===== config.mk =====
export PLATFORM = sky130hd
export DESIGN_NAME = ssd_tdm_driver
export DESIGN_NICKNAME = d
export VERILOG_FILES = /design/src/rtl/ssd_pkg.sv /design/src/rtl/ssd_glyph_rom.sv /design/src/rtl/ssd_tdm_driver.sv
export SDC_FILE = /design/constraint.sdc
export NUM_CORES = 1
export LEC_CHECK = 0
export ABC_AREA = 1
export CAP_MARGIN = 20
export CORE_ASPECT_RATIO = 0.8
export CORE_MARGIN = 5
export CORE_UTILIZATION = 55
export DETAILED_ROUTE_END_ITERATION = 8
export PLACE_DENSITY = 0.75
export SLEW_MARGIN = 10
export SYNTH_ARGS = -nofsm -noshare
export SYNTH_HDL_FRONTEND = slang
export SYNTH_HIERARCHICAL = 1
export SYNTH_SLANG_ARGS = --single-unit

===== constraint.sdc =====
create_clock -name clk -period 3.5 [get_ports clk]
set_clock_uncertainty 0.05 [all_clocks]
set_input_delay 0.7 -clock clk [delete_from_list [all_inputs] [get_ports clk]]
set_output_delay 0.7 -clock clk [all_outputs]
set_load 0.01 [all_outputs]

===== src/rtl/ssd_pkg.sv =====
// Shared constants for the seven-segment TDM driver: glyph patterns, segment
// bit positions and a width helper.
package ssd_pkg;

    localparam int SEG_A = 0;
    localparam int SEG_B = 1;
    localparam int SEG_C = 2;
    localparam int SEG_D = 3;
    localparam int SEG_E = 4;
    localparam int SEG_F = 5;
    localparam int SEG_G = 6;

    // Active-high patterns, bit order gfedcba
    localparam logic [6:0] GLYPH_BLANK = 7'b0000000;
    localparam logic [6:0] GLYPH_0     = 7'b0111111;
    localparam logic [6:0] GLYPH_1     = 7'b0000110;
    localparam logic [6:0] GLYPH_2     = 7'b1011011;
    localparam logic [6:0] GLYPH_3     = 7'b1001111;
    localparam logic [6:0] GLYPH_4     = 7'b1100110;
    localparam logic [6:0] GLYPH_5     = 7'b1101101;
    localparam logic [6:0] GLYPH_6     = 7'b1111101;
    localparam logic [6:0] GLYPH_7     = 7'b0000111;
    localparam logic [6:0] GLYPH_8     = 7'b1111111;
    localparam logic [6:0] GLYPH_9     = 7'b1101111;
    localparam logic [6:0] GLYPH_A     = 7'b1110111;
    localparam logic [6:0] GLYPH_B     = 7'b1111100;
    localparam logic [6:0] GLYPH_C     = 7'b0111001;
    localparam logic [6:0] GLYPH_D     = 7'b1011110;
    localparam logic [6:0] GLYPH_E     = 7'b1111001;
    localparam logic [6:0] GLYPH_F     = 7'b1110001;

    // Bits needed to count 0..n-1, never less than one so a single-digit
    // build still has a legal index register.
    function automatic int ssd_clog2(input int n);
        int w;
        w = 1;
        while ((1 << w) < n) begin
            w = w + 1;
        end
        return w;
    endfunction

endpackage


===== src/rtl/ssd_glyph_rom.sv =====
// Combinational nibble-to-segment decoder, active-high gfedcba output.
// Decimal mode blanks 10-15; the blank input overrides everything.
module ssd_glyph_rom
    import ssd_pkg::*;
(
    input  logic [3:0] value,
    input  logic       hex_mode,
    input  logic       blank,
    output logic [6:0] pattern
);

    always_comb begin
        pattern = GLYPH_BLANK;
        if (!blank && (hex_mode || (value < 4'd10))) begin
            case (value)
                4'h0:    pattern = GLYPH_0;
                4'h1:    pattern = GLYPH_1;
                4'h2:    pattern = GLYPH_2;
                4'h3:    pattern = GLYPH_3;
                4'h4:    pattern = GLYPH_4;
                4'h5:    pattern = GLYPH_5;
                4'h6:    pattern = GLYPH_6;
                4'h7:    pattern = GLYPH_7;
                4'h8:    pattern = GLYPH_8;
                4'h9:    pattern = GLYPH_9;
                4'hA:    pattern = GLYPH_A;
                4'hB:    pattern = GLYPH_B;
                4'hC:    pattern = GLYPH_C;
                4'hD:    pattern = GLYPH_D;
                4'hE:    pattern = GLYPH_E;
                default: pattern = GLYPH_F;
            endcase
        end
    end

endmodule


===== src/rtl/ssd_tdm_driver.sv =====
// Time-multiplexed seven-segment driver: one digit per REFRESH_DIV-cycle slot,
// dead time at slot start, frame-coherent capture, all pins registered (1 cycle).
module ssd_tdm_driver
    import ssd_pkg::*;
#(
    parameter int N_DIGITS       = 4,
    parameter int REFRESH_DIV    = 100000,
    parameter int BLANK_CYCLES   = 16,
    parameter bit SEG_ACTIVE_LOW = 1'b1,
    parameter bit AN_ACTIVE_LOW  = 1'b1
) (
    input  logic                  clk,
    input  logic                  rst,
    input  logic                  en,
    input  logic [4*N_DIGITS-1:0] digits,
    input  logic [N_DIGITS-1:0]   dp_in,
    input  logic                  hex_mode,
    input  logic                  lz_blank,
    output logic [6:0]            seg,
    output logic                  dp,
    output logic [N_DIGITS-1:0]   an,
    output logic                  frame_start
);

    localparam int IDX_W = ssd_clog2(N_DIGITS);
    localparam int CNT_W = ssd_clog2(REFRESH_DIV);

    localparam logic [CNT_W-1:0]    CNT_LAST = CNT_W'(REFRESH_DIV - 1);
    localparam logic [IDX_W-1:0]    IDX_LAST = IDX_W'(N_DIGITS - 1);
    localparam logic [6:0]          SEG_OFF  = {7{SEG_ACTIVE_LOW}};
    localparam logic                DP_OFF   = SEG_ACTIVE_LOW;
    localparam logic [N_DIGITS-1:0] AN_OFF   = {N_DIGITS{AN_ACTIVE_LOW}};

    logic [CNT_W-1:0]      cnt;
    logic [IDX_W-1:0]      idx;
    logic [4*N_DIGITS-1:0] frame_digits;
    logic [N_DIGITS-1:0]   frame_dp;
    logic                  frame_hex;
    logic                  frame_lz;

    logic                  frame_edge;
    logic                  capture;
    logic [4*N_DIGITS-1:0] cur_digits;
    logic [N_DIGITS-1:0]   cur_dp;
    logic                  cur_hex;
    logic                  cur_lz;
    logic [N_DIGITS-1:0]   lead_zero;
    logic [N_DIGITS-1:0]   an_hot;
    logic [3:0]            sel_value;
    logic                  sel_dp;
    logic                  sel_lead;
    logic                  sel_blank;
    logic                  in_dead;
    logic [6:0]            pattern;

    assign frame_edge = (cnt == '0) && (idx == '0);
    assign capture    = !en || frame_edge;
    assign in_dead    = int'(cnt) < BLANK_CYCLES;

    // The capture cycle already sees the values being latched, so a frame
    // with no dead time still shows a coherent first digit.
    assign cur_digits = capture ? digits   : frame_digits;
    assign cur_dp     = capture ? dp_in    : frame_dp;
    assign cur_hex    = capture ? hex_mode : frame_hex;
    assign cur_lz     = capture ? lz_blank : frame_lz;

    // lead_zero[i]: digit i and every digit above it are zero
    always_comb begin
        lead_zero = '0;
        for (int i = 0; i < N_DIGITS; i++) begin
            lead_zero[i] = 1'b1;
            for (int j = i; j < N_DIGITS; j++) begin
                if (cur_digits[4*j +: 4] != 4'h0) begin
                    lead_zero[i] = 1'b0;
                end
            end
        end
    end

    always_comb begin
        sel_value = 4'h0;
        sel_dp    = 1'b0;
        sel_lead  = 1'b0;
        an_hot    = '0;
        for (int i = 0; i < N_DIGITS; i++) begin
            if (idx == IDX_W'(i)) begin
                sel_value = cur_digits[4*i +: 4];
                sel_dp    = cur_dp[i];
                sel_lead  = lead_zero[i];
                an_hot[i] = 1'b1;
            end
        end
    end

    assign sel_blank = cur_lz && sel_lead && (idx != '0);

    ssd_glyph_rom u_glyph_rom (
        .value    (sel_value),
        .hex_mode (cur_hex),
        .blank    (sel_blank),
        .pattern  (pattern)
    );

    always_ff @(posedge clk or posedge rst) begin
        if (rst) begin
            cnt <= '0;
            idx <= '0;
        end else if (!en) begin
            cnt <= '0;
            idx <= '0;
        end else if (cnt == CNT_LAST) begin
            cnt <= '0;
            idx <= (idx == IDX_LAST) ? '0 : idx + 1'b1;
        end else begin
            cnt <= cnt + 1'b1;
        end
    end

    always_ff @(posedge clk or posedge rst) begin
        if (rst) begin
            frame_digits <= '0;
            frame_dp     <= '0;
            frame_hex    <= 1'b0;
            frame_lz     <= 1'b0;
        end else if (capture) begin
            frame_digits <= digits;
            frame_dp     <= dp_in;
            frame_hex    <= hex_mode;
            frame_lz     <= lz_blank;
        end
    end

    // XOR against the "off" pattern applies pin polarity in one step
    always_ff @(posedge clk or posedge rst) begin
        if (rst) begin
            seg         <= SEG_OFF;
            dp          <= DP_OFF;
            an          <= AN_OFF;
            frame_start <= 1'b0;
        end else begin
            frame_start <= en && frame_edge;
            if (!en || in_dead) begin
                seg <= SEG_OFF;
                dp  <= DP_OFF;
                an  <= AN_OFF;
            end else begin
                seg <= pattern ^ SEG_OFF;
                dp  <= sel_dp ^ DP_OFF;
                an  <= an_hot ^ AN_OFF;
            end
        end
    end

endmodule


# --- After elaboration in Yosys (flattened, before gate mapping) ---
# Memory sizes are Yosys's and may differ from the RTL's.
# Cells that the tools add are included.
totals:
  regBits: 54
  mem_bits_ro: 112
  wordCells: 79
  memories: 1
op_classes:
  addsub: 2
  n_lt_le_gt_ge: 2
  eq_ne: 5
  muxes: 39
  bitwise: 3
  n_reduce_logical: 17
mem_list:
  columns: ["memory", "words", "width", "read_ports", "rd_ports_with_merged_regs", "write_ports", "line_no", "text"]
  rows:
  - ["(name not given)", 16, 7, 1, 0, 0, "ssd_glyph_rom.sv:15", "case (value)"]
op_table:
  columns: ["op", "n"]
  rows:
  - ["$mux 17", 2]
  - ["$mux 1", 25]
  - ["$mux 4", 6]
  - ["$add 17x1->17 const B", 1]
  - ["$eq 17x17->1 const B", 1]
  - ["$logic_not 17->1", 1]
  - ["$lt 17x5->1 const B", 1]
  - ["$mux 16", 1]
  - ["$reduce_bool 4->1", 4]
  - ["$mux 7", 2]
  - ["$not 7->7", 1]
  - ["$mux 2", 3]
  - ["$logic_and 1x1->1", 5]
  - ["$eq 2x2->1 const B", 2]
  - ["$lt 4x4->1 const B", 1]
  - ["$not 4->4", 1]
  - ["$logic_or 1x1->1", 3]
  - ["$add 2x1->2 const B", 1]
  - ["$eq 2x1->1 const B", 1]
  - ["$logic_not 1->1", 2]
  - ["$logic_not 2->1", 1]
  - ["$ne 2x1->1 const B", 1]
  - ["$reduce_bool 2->1", 1]
  - ["$not 1->1", 1]

# --- Longest topological paths before layout ---
# Gate-level depths: netlist (run 1).
logic_depth:
  ltp_word: 20
  depth_mapped: 20
  ltp_nobuf: 19

# --- By module ---
# The synthesis (run 1) kept the hierarchy.
modules_own_cells:
  columns: ["module", "n_inst", "cells_per_inst", "area_per_inst_um2", "seq_area_each_um2"]
  rows:
  - ["ssd_tdm_driver", 1, 300, 2630.0, 1366.3]
  - ["ssd_glyph_rom", 1, 51, 334.1, 0.0]

# --- Least setup slack after synthesis (run 1) ---
# OpenSTA, ideal clock, no wires.
synth_timing:
  path_type: "reg2reg"
  start: "register idx[0]"
  end: "register seg[3]"
  t_arrival_ns: 2.632
  required_ns: 3.360
  path_slack_ns: 0.727
  stages_incl_launch_ff: 21
  path_cell_list: "dfrtp_1 > inv_1 > ha_1 > nand2_1 > nor3_2 > nand3_4 > nand2_8 > buf_8 > nand2_1 > nand2_1 > nand2_1 > nand3_1 > o21ai_1 > o21ai_1 > clkinv_4 > ha_1 > inv_1 > nand2_1 > nand3_1 > a21oi_2 > nand2_1"
synth_rtl:
  columns: ["item", "line_no", "text"]
  rows:
  - ["from (decl)", "ssd_tdm_driver.sv:35", "logic [IDX_W-1:0] idx;"]
  - ["from (signal assigned)", "ssd_tdm_driver.sv:113", "idx <= (idx == IDX_LAST) ? '0 : idx + 1'b1;"]
  - ["$logic_not 2->1 *", "ssd_tdm_driver.sv:56", "assign frame_edge = (cnt == '0) && (idx == '0);"]
  - ["$logic_and 1x1->1 *", "ssd_tdm_driver.sv:56", null]
  - ["$logic_or 1x1->1 *", "ssd_tdm_driver.sv:57", "assign capture = !en || frame_edge;"]
  - ["$mux 16 *", null, null]
  - ["via cur_digits[1]", "ssd_tdm_driver.sv:43", "logic [4*N_DIGITS-1:0] cur_digits;"]
  - ["$mux 4 * (4 in a row)", "ssd_tdm_driver.sv:86", "if (idx == IDX_W'(i)) begin"]
  - ["via sel_value[1]", "ssd_tdm_driver.sv:49", "logic [3:0] sel_value;"]
  - ["$lt 4x4->1", "ssd_glyph_rom.sv:14", "if (!blank && (hex_mode || (value < 4'd10))) begin"]
  - ["$logic_or 1x1->1", "ssd_glyph_rom.sv:14", null]
  - ["$logic_and 1x1->1", "ssd_glyph_rom.sv:14", null]
  - ["$mux 7 *", "ssd_glyph_rom.sv:14", null]
  - ["via pattern[3]", "ssd_tdm_driver.sv:54", "logic [6:0] pattern;"]
  - ["$not 7->7 (no source line) *", null, null]
  - ["$mux 7 *", "ssd_tdm_driver.sv:142", "if (!en || in_dead) begin"]
  - ["to (signal assigned)", "ssd_tdm_driver.sv:147", "seg <= pattern ^ SEG_OFF;"]
  - ["to (decl)", "ssd_tdm_driver.sv:19", "output logic [6:0] seg,"]
# The timed path passes the listed nets; every way through them passes the cells marked *.
# A chain may end at the register's enable or synchronous reset.

# --- Worst setup path after layout (run 1) ---
layout_timing:
  start: "register idx[0]"
  end: "register seg[1]"
layout_rtl:
  columns: ["item", "line_no"]
  rows:
  - ["$logic_not 2->1 *", "ssd_tdm_driver.sv:56"]
  - ["$logic_and 1x1->1 *", "ssd_tdm_driver.sv:56"]
  - ["$logic_or 1x1->1 *", "ssd_tdm_driver.sv:57"]
  - ["$mux 16 *", null]
  - ["via cur_digits[5]", "ssd_tdm_driver.sv:43"]
  - ["$mux 4 * (3 in a row)", "ssd_tdm_driver.sv:86"]
  - ["via sel_value[1]", "ssd_tdm_driver.sv:49"]
  - ["$lt 4x4->1", "ssd_glyph_rom.sv:14"]
  - ["$logic_or 1x1->1", "ssd_glyph_rom.sv:14"]
  - ["$logic_and 1x1->1", "ssd_glyph_rom.sv:14"]
  - ["$mux 7 *", "ssd_glyph_rom.sv:14"]
  - ["via pattern[1]", "ssd_tdm_driver.sv:54"]
  - ["$not 7->7 (no source line) *", null]
  - ["$mux 7 *", "ssd_tdm_driver.sv:142"]
# Marks and branches as above.

==> metrics.md, run 1 <==
| Metric | Value |
|---|---|
| Layout cells sized above 1 | `18.8%` |
| CTS Buf Count | `5` |
| Largest net degree at the start of global routing | `29` |
| EDFF count, synth | `0` |
| Worst slew pin tran | `0.511 ns` |
| Detail Route Antenna Nets | `0` |
| Clk buf depth | `2` |
| Critical path, cell by cell | `inv_1 -> ha_1 -> nand2_1 -> nor3_2 -> nand3_4 -> nand2_8 -> nand2_1 -> nand2_1 -> nand2_1 -> nand3_1 -> o21ai_1 -> o21ai_2 -> clkinv_4 -> ha_1 -> nand2_1 -> a21oi_1 -> a21oi_2 -> nand2_1` |
| Setup Crit Path Kind | `reg2reg` |
| GRT Util Overall | `19.7%` |
| DR vias/cell | `5.08` |
| Period utilization | `87.9%` |
| Cell row count | `23` |
| Cell family with most CP delay | `simple AND/OR/NAND/NOR gates` |
| Initial antenna violation count | `0` |
| Die width | `92.1 um` |
| Most common cell after layout, fill and taps aside | `nand2_1` |
| Simple-gate share of the synthesized area | `30.5%` |
| Post-CTS setup buffers | `0` |
| Fmax | `0.325 GHz` |
| Die area | `0.00697 mm^2` |
| Yosys warns | `6` |
| WP buf/inv | `2` |
| Post-Place Cells | `448` |
| Class of the worst hold path | `reg2reg` |
| Max Cap Viol | `0` |
| Reg2reg end | `seg[1]$_DFF_PP1_` |
| Critical R2R Launch | `idx[0]$_DFFE_PP0P_` |
| CP required | `3.71 ns` |
| Crit Path Max Fanout | `28` |
| Final min period | `3.08 ns` |
| Flop-to-flop setup slack | `0.42 ns` |
| PostCTS Resize Cnt | `0` |
| Max incr delay on CP | `0.41 ns` |
| Placed Instance Area | `0.00339 mm^2` |
| H-tree depth | `2` |
| Ports | `38` |
| P&R area growth vs syn | `19.0%` |
| Hold_buf cts | `0` |
| Post-synthesis compound-gate area fraction | `8.86%` |
| Endpoint, Worst Hold | `cnt[0]$_DFF_PP0_` |
| Port bufs | `37` |
| Diode count | `0` |
| Cell depth of the worst hold path | `1` |
| WP data arrival | `3.28 ns` |
| Die H | `75.7 um` |
| Slew margin rel. | `65.9%` |
| Starting Density | `57.9%` |
| Post-synth ARST share | `100%` |
| Outcome | `complete, no violations` |
| First-pass detailed-route iteration total | `4` |
| Residual DRC | `0` |
| First-pass GRT wire length | `10700 um` |
| VDD IR max | `0.000328 V` |
| Main synth FF type | `dfrtp_1` |
| Adder-cell share of the synthesized area | `4.64%` |
| # clock sinks | `54` |
| Synth Instances | `351` |
| Worst skew pair latency | `0.31 ns` |
| Routed len/inst | `13.5 um` |
| CP Depth | `18` |
| XOR/XNOR Fraction of Synth Area | `0.886%` |
| Post-Syn Area | `0.00296 mm^2` |
| Final Hold Fails | `0` |
| TritonCTS clock tree | `done` |
| Post-synthesis mux area share | `0.760%` |
| DRT iter0 DRCs | `210` |
| Syn_nets | `387` |
| Root Driver | `clkbuf_8` |
| GRT Residual Overflow | `0` |
| Post-Route WL | `6150 um` |
| Seq/Total Area, Yosys | `46.1%` |
| Pins Over Slew Limit | `0` |
| Post-Layout Inst Area | `0.00353 mm^2` |
| Smallest hold slack | `0.450 ns` |
| Setup violations, final | `0` |
| Final Non-Filler Cells | `456` |
| Final HPWL DP | `4570 um` |
| Most frequent CP cell | `nand2_1` |
| Seq cells post-synth | `54` |
| Mean post-synth cell area | `8.44 um^2` |
| Worst Setup End Kind | `flip-flop` |
| Static Leak | `0.00164 uW` |
| Most frequent cells in the layout | `nand2_1, dfrtp_1, clkdlybuf4s50_1, inv_1, nand3_1` |
| Critical-path top delay cell | `dfrtp_1` |
| Worst-path clk slew | `0.10 ns` |
| Startpoint Class | `flip-flop` |
| R2R depth | `18` |
| Unrepaired setup endpoints after global routing | `false` |
| Placer Congestion | `0.868` |
| Final #Nets | `429` |
| Final TNS setup | `0 ns` |
| Largest family of logic cells by synthesized area | `simple AND/OR/NAND/NOR gates` |
| PD cells | `491 mW/mm^2` |
| Vias | `2316` |
| Netlist cell types | `40` |
| Hold path start | `cnt[0]$_DFF_PP0_` |
| Core ar. | `0.00512 mm^2` |
| Number of global-route vias before repair | `2265` |
==> worst max path at each step <==
stage	startpoint	end	slack (ns)
4_1_cts	idx[0]$_DFFE_PP0P_	seg[1]$_DFF_PP1_	0.29
6_report	idx[0]$_DFFE_PP0P_	seg[1]$_DFF_PP1_	0.42
3_3_place_gp	en	seg[3]$_DFF_PP1_	0.32
2_1_floorplan	idx[0]$_DFFE_PP0P_	seg[3]$_DFF_PP1_	0.73
5_1_grt	idx[0]$_DFFE_PP0P_	seg[1]$_DFF_PP1_	0.16
3_5_place_dp	en	seg[1]$_DFF_PP1_	0.20
==> registers in the layout (all words and copies together), names as in the netlist, 2 cells and up <==
name,count
cnt,17
frame_digits,16
seg,7
an,4
frame_dp,4
idx,2
==> per-stage QoR <==
step | worst slack (ns) | power [uW] | util, %
2_1_floorplan | 0.727 | 1130 | -
3_3_place_gp | 0.317 | 1230 | 66.2
3_5_place_dp | 0.199 | 1240 | 66.2
4_1_cts | 0.293 | 1740 | 68.8
5_1_grt | 0.155 | 1840 | 68.9
6_report | 0.425 | 1730 | 68.9
==> power breakdown <==
| part | internal, uW | total [uW] | switching, uW |
|---|---|---|---|
| registers | 672 | 692 | 19.8 |
| logic | 206 | 548 | 343 |
| clock network | 283 | 490 | 207 |
| total | 1160 | 1730 | 569 |
==> cells by family after synthesis <==
kind of cell / Yosys count
simple gates: 189
buf+inv: 51
xor+xnor: 3
fa+ha+maj: 11
compound gates: 41
flops: 54
mux: 2
==> cell usage after synthesis (all sizes together) (2+ instances only) <==
master,number,area [um^2]
clkinv,2,12.5
dfrtp,42,1050
o211ai,2,15.0
o21ai,17,100
nand2,101,428
dfstp,12,315
nor2,42,210
nand3,36,203
and2,2,12.5
ha,11,138
a211oi,2,15.0
nor3,4,25.0
mux2,2,22.5
xor2,2,17.5
nand4,3,18.8
a21oi,17,108
buf,8,68.8
o21a,2,15.0
inv,40,160
==> per-layer routing <==
layer | global-route usage (%) | wire length, um | vias to the layer above
met5 | 0 | 0 | -
met4 | 5.77 | 68 | 0
met3 | 4.15 | 456 | 7
met2 | 30.3 | 2650 | 72
met1 | 28.5 | 2970 | 1041
li1 | - | - | 1196
==> worst reg2reg max path, stage by stage, from the launching register on <==
cell and delay [ns]:
dfrtp_1 0.41, inv_1 0.13, ha_1 0.27, nand2_1 0.10, nor3_2 0.19, nand3_4 0.14
nand2_8 0.19, nand2_1 0.09, nand2_1 0.11, nand2_1 0.06, nand3_1 0.10, o21ai_1 0.11
o21ai_2 0.26, clkinv_4 0.12, ha_1 0.31, nand2_1 0.06, a21oi_1 0.19, a21oi_2 0.09
nand2_1 0.07
==> cell type report <==
| cell class | count | area, um^2 |
|---|---|---|
| flip-flops and latches | 54 | 1370 |
| inverters | 42 | 173 |
| repair buffers | 44 | 423 |
| multi-input cells | 246 | 1360 |
| clock buffers | 5 | 68.8 |
| fillers | 457 | 1590 |
| clock inverters | 3 | 63.8 |
| well taps | 62 | 77.6 |
Power figures use the tool's default switching activity.
==> run 2, diff against run 1 <==
--- a/config.mk
+++ b/config.mk
@@ -8,7 +8,7 @@
 export ABC_AREA = 1
 export CAP_MARGIN = 20
 export CORE_ASPECT_RATIO = 0.8
-export CORE_MARGIN = 5
+export CORE_MARGIN = 3
 export CORE_UTILIZATION = 55
 export DETAILED_ROUTE_END_ITERATION = 8
 export PLACE_DENSITY = 0.75
==> run 2 against run 1 <==
  * Critical path depth is 1 higher
  * Power is 7.7% lower
  * Largest power group unchanged
  * Sequential share of layout area is 0.28 points higher
  * Worst setup slack worse by 0.036 ns
  * Hold slack better by 0.0044 ns
  * Die area is 9.4% lower
  * Clock-buffer cell count is 2 higher
  * Core utilization is 0.10 points lower
  * Combinational power hardly changed
  * Clock power is 27% lower
  * Highest routed layer unchanged
==> metrics.md, run 2 (same netlist as run 1, synthesis figures left out) <==
| Metric | Value |
|---|---|
| Wire length on met2 | `2550 um` |
| Period utilization | `88.9%` |
| Most frequent cells in the layout | `nand2_1, dfrtp_1, clkdlybuf4s50_1, inv_1, nand3_1` |
| Flop-to-flop setup slack | `0.39 ns` |
| DR vias/cell | `5.14` |
| First-pass GRT wire length | `10800 um` |
| PD cells | `456 mW/mm^2` |
| Reg with most FFs | `cnt` |
| Startpoint Class | `flip-flop` |
| VDD IR max | `0.000310 V` |
| P&R area growth vs syn | `18.2%` |
| Hold_buf cts | `0` |
| Starting Density | `58.2%` |
| Class of the worst hold path | `reg2reg` |
| Residual DRC | `0` |
| Setup Crit Path Kind | `reg2reg` |
| Cell family with most CP delay | `simple AND/OR/NAND/NOR gates` |
| Core ar. | `0.00509 mm^2` |
| Static Leak | `0.00163 uW` |
| Die area | `0.00631 mm^2` |
| WP data arrival | `3.31 ns` |
| Worst-path clk slew | `0.10 ns` |
| Number of global-route vias before repair | `2339` |
| Total Power | `1600 uW` |
| Smallest hold slack | `0.455 ns` |
| GRT Residual Overflow | `0` |
| Post-CTS setup buffers | `0` |
| Metal3 WL | `338 um` |
| # clock sinks | `54` |
| Biggest regs | `cnt (17), frame_digits (16), seg (7)` |
| Slew margin rel. | `67.2%` |
| Root Driver | `clkbuf_8` |
| Fmax | `0.321 GHz` |
| Cell row count | `23` |
| Placed Instance Area | `0.00339 mm^2` |
| Final HPWL DP | `4550 um` |
| TritonCTS clock tree | `done` |
| Setup violations, final | `0` |
| DRT iter0 DRCs | `115` |
| Final min period | `3.11 ns` |
| Port bufs | `37` |
| Post-Layout Inst Area | `0.00350 mm^2` |
| Placer Congestion | `0.921` |
| Diode count | `0` |
| H-tree depth | `2` |
| Max incr delay on CP | `0.42 ns` |
| PostCTS Resize Cnt | `0` |
| CTS Buf Count | `5` |
| Crit Path Max Fanout | `28` |
| Ports | `38` |
| First-pass detailed-route iteration total | `4` |
| GRT Util Overall | `22.2%` |
| Metal-1 WL | `3070 um` |
| Clk buf depth | `2` |
| Final TNS setup | `0 ns` |
| Initial antenna violation count | `0` |
| Post-Route WL | `6070 um` |
| Most common cell after layout, fill and taps aside | `nand2_1` |
| Detail Route Antenna Nets | `0` |
| Fill count | `424` |
| Max Cap Viol | `0` |
| Worst Setup End Kind | `flip-flop` |
| Most frequent CP cell | `nand2_1` |
| Worst skew pair latency | `0.31 ns` |
| Largest net degree at the start of global routing | `51` |
| Final #Nets | `430` |
| Critical-path top delay cell | `dfrtp_1` |
| Die H | `71.7 um` |
| Outcome | `complete, no violations` |
| Routed len/inst | `13.3 um` |
| Critical path, cell by cell | `inv_1 -> ha_1 -> nand2_1 -> nor3_2 -> nand3_4 -> nand2_8 -> nand2_1 -> nand2_1 -> nand2_1 -> nand3_1 -> o21ai_1 -> o21ai_1 -> clkinv_4 -> ha_1 -> inv_1 -> nand2_1 -> nand3_1 -> a21oi_2 -> nand2_1` |
| WP buf/inv | `3` |
| Layout cells sized above 1 | `18.7%` |
| Die width | `88.1 um` |
| Worst slew pin tran | `0.491 ns` |
| Final Hold Fails | `0` |
| Number of flip-flops under the largest register name | `17` |
| Unrepaired setup endpoints after global routing | `false` |
| Pins Over Slew Limit | `0` |
| Final Non-Filler Cells | `457` |
| CP required | `3.70 ns` |
| Post-Place Cells | `448` |
| Top sig layer | `met4` |
| Vias | `2348` |
## run 2: cell types whose count changed in the layout (fill, tap and decap cells not counted)
cell / change
bufinv_16: -2
buf_12: +1
clkbuf_1: +1
clkbuf_8: +1
clkinv_1: -1
clkinv_2: +1
o21ai_1: +1
o21ai_2: -1
## run 2: cell type report
type	instances	area [um^2]	share of cell area [%]
clock inverters	1	5.00	0.143
multi-input cells	246	1350	38.6
inverters	42	173	4.93
clock buffers	7	86.3	2.46
flip-flops and latches	54	1370	39.0
well taps	62	77.6	2.21
repair buffers	45	443	12.6
## run 2: worst reg2reg max path, delay by kind of cell, from the launching register on
kind	cells	cell delay, ns
fa+ha+maj	2	0.50
simple gates	11	1.14
buf+inv	3	0.33
compound gates	3	0.62
flops	1	0.42
## run 2: through the flow
| step | worst slack [ns] | utilization, % |
|---|---|---|
| after floorplan | 0.727 | - |
| after global placement | 0.367 | 66.6 |
| after detailed placement | 0.270 | 66.6 |
| after CTS | 0.400 | 68.4 |
| after global routing | 0.0745 | 68.8 |
| final | 0.389 | 68.8 |
## run 2: report_power, final
part	switching [uW]	internal [uW]	leakage (uW)
registers	20.1	672	0.000660
clock network	199	160	0.0000482
logic	337	208	0.000923
## run 2: final timing paths
kind                                       start                     to  cells past startpoint
max reg2reg                   idx[0]$_DFFE_PP0P_       seg[3]$_DFF_PP1_                     19
max                           idx[0]$_DFFE_PP0P_       seg[3]$_DFF_PP1_                     19
min reg2reg                frame_dp[3]$_DFF_PP0_  frame_dp[3]$_DFF_PP0_                      1
max in group asynchronous                    rst        an[1]$_DFF_PP1_                      3
min                        frame_dp[3]$_DFF_PP0_  frame_dp[3]$_DFF_PP0_                      1
min in group asynchronous                    rst     idx[1]$_DFFE_PP0P_                      2
## run 2: routing by layer
metal | vias to the layer above | global-route usage, %
met5 | - | 0
met4 | 0 | 8.56
met2 | 77 | 31.9
li1 | 1201 | -
met3 | 9 | 4.25
met1 | 1061 | 33.3
==> run 3, diff against run 2 <==
--- a/config.mk
+++ b/config.mk
@@ -7,11 +7,11 @@
 export LEC_CHECK = 0
 export ABC_AREA = 1
 export CAP_MARGIN = 20
-export CORE_ASPECT_RATIO = 0.8
 export CORE_MARGIN = 3
 export CORE_UTILIZATION = 55
 export DETAILED_ROUTE_END_ITERATION = 8
 export PLACE_DENSITY = 0.75
+export SKIP_LAST_GASP = 1
 export SLEW_MARGIN = 10
 export SYNTH_ARGS = -nofsm -noshare
 export SYNTH_HDL_FRONTEND = slang
==> run 3 against run 2 <==
  * Die area about the same
  * Sequential share of layout area increased by 0.084 points
  * Cell count increased by 1.8%
  * Worst setup slack improved by 0.028 ns
  * Register-to-register slack improved by 0.03 ns
  * Fmax increased by 0.89%
  * Combinational power decreased by 2%
  * Critical path type unchanged
==> metrics.md, run 3 (same netlist as run 1, synthesis figures left out) <==
| Metric | Value |
|---|---|
| Slew margin rel. | `53.9%` |
| PD cells | `448 mW/mm^2` |
| Port bufs | `37` |
| Setup Crit Path Kind | `reg2reg` |
| First-pass detailed-route iteration total | `4` |
| Final worst-path setup slack | `0.416 ns` |
| Post-Place Setup Slack | `0.279 ns` |
| Most frequent CP cell | `nand2_1` |
| Post-Route WL | `5960 um` |
| Worst slew pin tran | `0.690 ns` |
| Net Sw Power | `547 uW` |
| Worst-path clk slew | `0.10 ns` |
| Final HPWL DP | `4590 um` |
| Hold_buf cts | `0` |
| Clk pwr share | `21.7%` |
| Die width | `79.4 um` |
| Clk buf depth | `2` |
| Layout cells sized above 1 | `18.7%` |
| Power share of the combinational group | `34.1%` |
| Most common cell after layout, fill and taps aside | `nand2_1` |
| Static Leak | `0.00162 uW` |
| Class of the worst hold path | `reg2reg` |
| Period utilization | `88.1%` |
| Pint | `1020 uW` |
| Max Cap Viol | `0` |
| Setup violations, final | `0` |
| Initial antenna violation count | `0` |
| First-pass GRT wire length | `10300 um` |
| Placed Instance Area | `0.00341 mm^2` |
| Fmax | `0.324 GHz` |
| Placer Congestion | `0.839` |
| Critical-path top delay cell | `dfrtp_1` |
| Biggest regs | `cnt (17), frame_digits (16), seg (7)` |
| GRT Util Overall | `20.7%` |
| Residual DRC | `0` |
| CTS Buf Count | `5` |
| Unrepaired setup endpoints after global routing | `false` |
| PostCTS Resize Cnt | `0` |
| Largest net degree at the start of global routing | `34` |
| Post-CTS setup buffers | `0` |
| Post-Layout Inst Area | `0.00350 mm^2` |
| DR vias/cell | `5.09` |
| Most frequent cells in the layout | `nand2_1, dfrtp_1, clkdlybuf4s50_1, inv_1, nand3_1` |
| Register share of total power | `44.2%` |
| Startpoint Class | `flip-flop` |
| Routed len/inst | `12.8 um` |
| CP required | `3.68 ns` |
| Die area | `0.00631 mm^2` |
| Final #Nets | `430` |
| WP data arrival | `3.27 ns` |
| Final min period | `3.08 ns` |
| Worst skew pair latency | `0.30 ns` |
| Flop-to-flop setup slack | `0.42 ns` |
| Pins Over Slew Limit | `0` |
| Reg with most FFs | `cnt` |
| Final Hold Fails | `0` |
| Die H | `79.4 um` |
| Crit Path Max Fanout | `28` |
| Ports | `38` |
| Sw Ratio | `34.9%` |
| Smallest hold slack | `0.456 ns` |
| Core ar. | `0.00517 mm^2` |
| Number of global-route vias before repair | `2306` |
| TritonCTS clock tree | `done` |
| Final TNS setup | `0 ns` |
| P&R area growth vs syn | `17.9%` |
| Starting Density | `57.3%` |
| H-tree depth | `2` |
| Cell row count | `26` |
| Final core utilization | `67.6%` |
| Critical path, cell by cell | `inv_1 -> ha_1 -> nand2_1 -> nor3_2 -> nand3_4 -> nand2_8 -> nand2_1 -> nand2_1 -> nand2_1 -> nand3_1 -> o21ai_1 -> o21ai_1 -> clkinv_4 -> ha_1 -> inv_1 -> nand2_1 -> nand3_1 -> a21oi_2 -> nand2_1` |
| Vias | `2367` |
| DRT iter0 DRCs | `116` |
| Outcome | `complete, no violations` |
| Detail Route Antenna Nets | `0` |
| # clock sinks | `54` |
| Worst Setup End Kind | `flip-flop` |
| Number of flip-flops under the largest register name | `17` |
| GRT Residual Overflow | `0` |
| Max incr delay on CP | `0.41 ns` |
| VDD IR max | `0.000301 V` |
| Root Driver | `clkbuf_8` |
| Diode count | `0` |
-- run 3: routing by layer --
metal | routed length [um] | global-route usage, %
met1 | 2620 | 25.7
met3 | 157 | 3.95
met4 | 62 | 4.64
met2 | 3120 | 37.1
met5 | 0 | 0
-- run 3: power groups by stage --
stage / clock network (uW) / registers [uW] / logic, uW
global route: 376 / 697 / 608
floorplan: 0 / 699 / 430
detailed placement: 0 / 703 / 534
CTS: 353 / 692 / 536
global placement: 0 / 702 / 525
finish: 340 / 691 / 534
-- run 3: final cells by class --
type / instances / area, um^2
Fill cell: 426 / 1680
Tap cell: 70 / 87.6
Sequential cell: 54 / 1370
Clock buffer: 6 / 72.6
Multi-Input combinational cell: 246 / 1350
Timing Repair Buffer: 45 / 430
Clock inverter: 2 / 13.8
Inverter: 42 / 173
-- run 3: through the flow --
| step | total power [uW] | std cells |
|---|---|---|
| after CTS | 1580 | 465 |
| final | 1570 | 465 |
| after global placement | 1230 | 457 |
| after detailed placement | 1240 | 457 |
| after floorplan | 1130 | 351 |
| after global routing | 1680 | 465 |
-- run 3: critical path, delay by kind of cell (launching register included) --
| kind | cells | cell delay, ns |
|---|---|---|
| DFF | 1 | 0.41 |
| and+or+nand+nor | 11 | 1.08 |
| adders and majority gates | 2 | 0.59 |
| buffers and inverters | 3 | 0.30 |
| AOI/OAI and AO/OA | 3 | 0.56 |
-- run 3: path summary, 6_finish.rpt --
path | from | to | cells past startpoint
setup / recovery | idx[0]$_DFFE_PP0P_ | seg[3]$_DFF_PP1_ | 19
hold reg to reg | cnt[0]$_DFF_PP0_ | cnt[0]$_DFF_PP0_ | 1
min in group asynchronous | rst | cnt[5]$_DFF_PP0_ | 2
max in group asynchronous | rst | an[1]$_DFF_PP1_ | 3
setup reg to reg | idx[0]$_DFFE_PP0P_ | seg[3]$_DFF_PP1_ | 19
hold / removal | cnt[0]$_DFF_PP0_ | cnt[0]$_DFF_PP0_ | 1
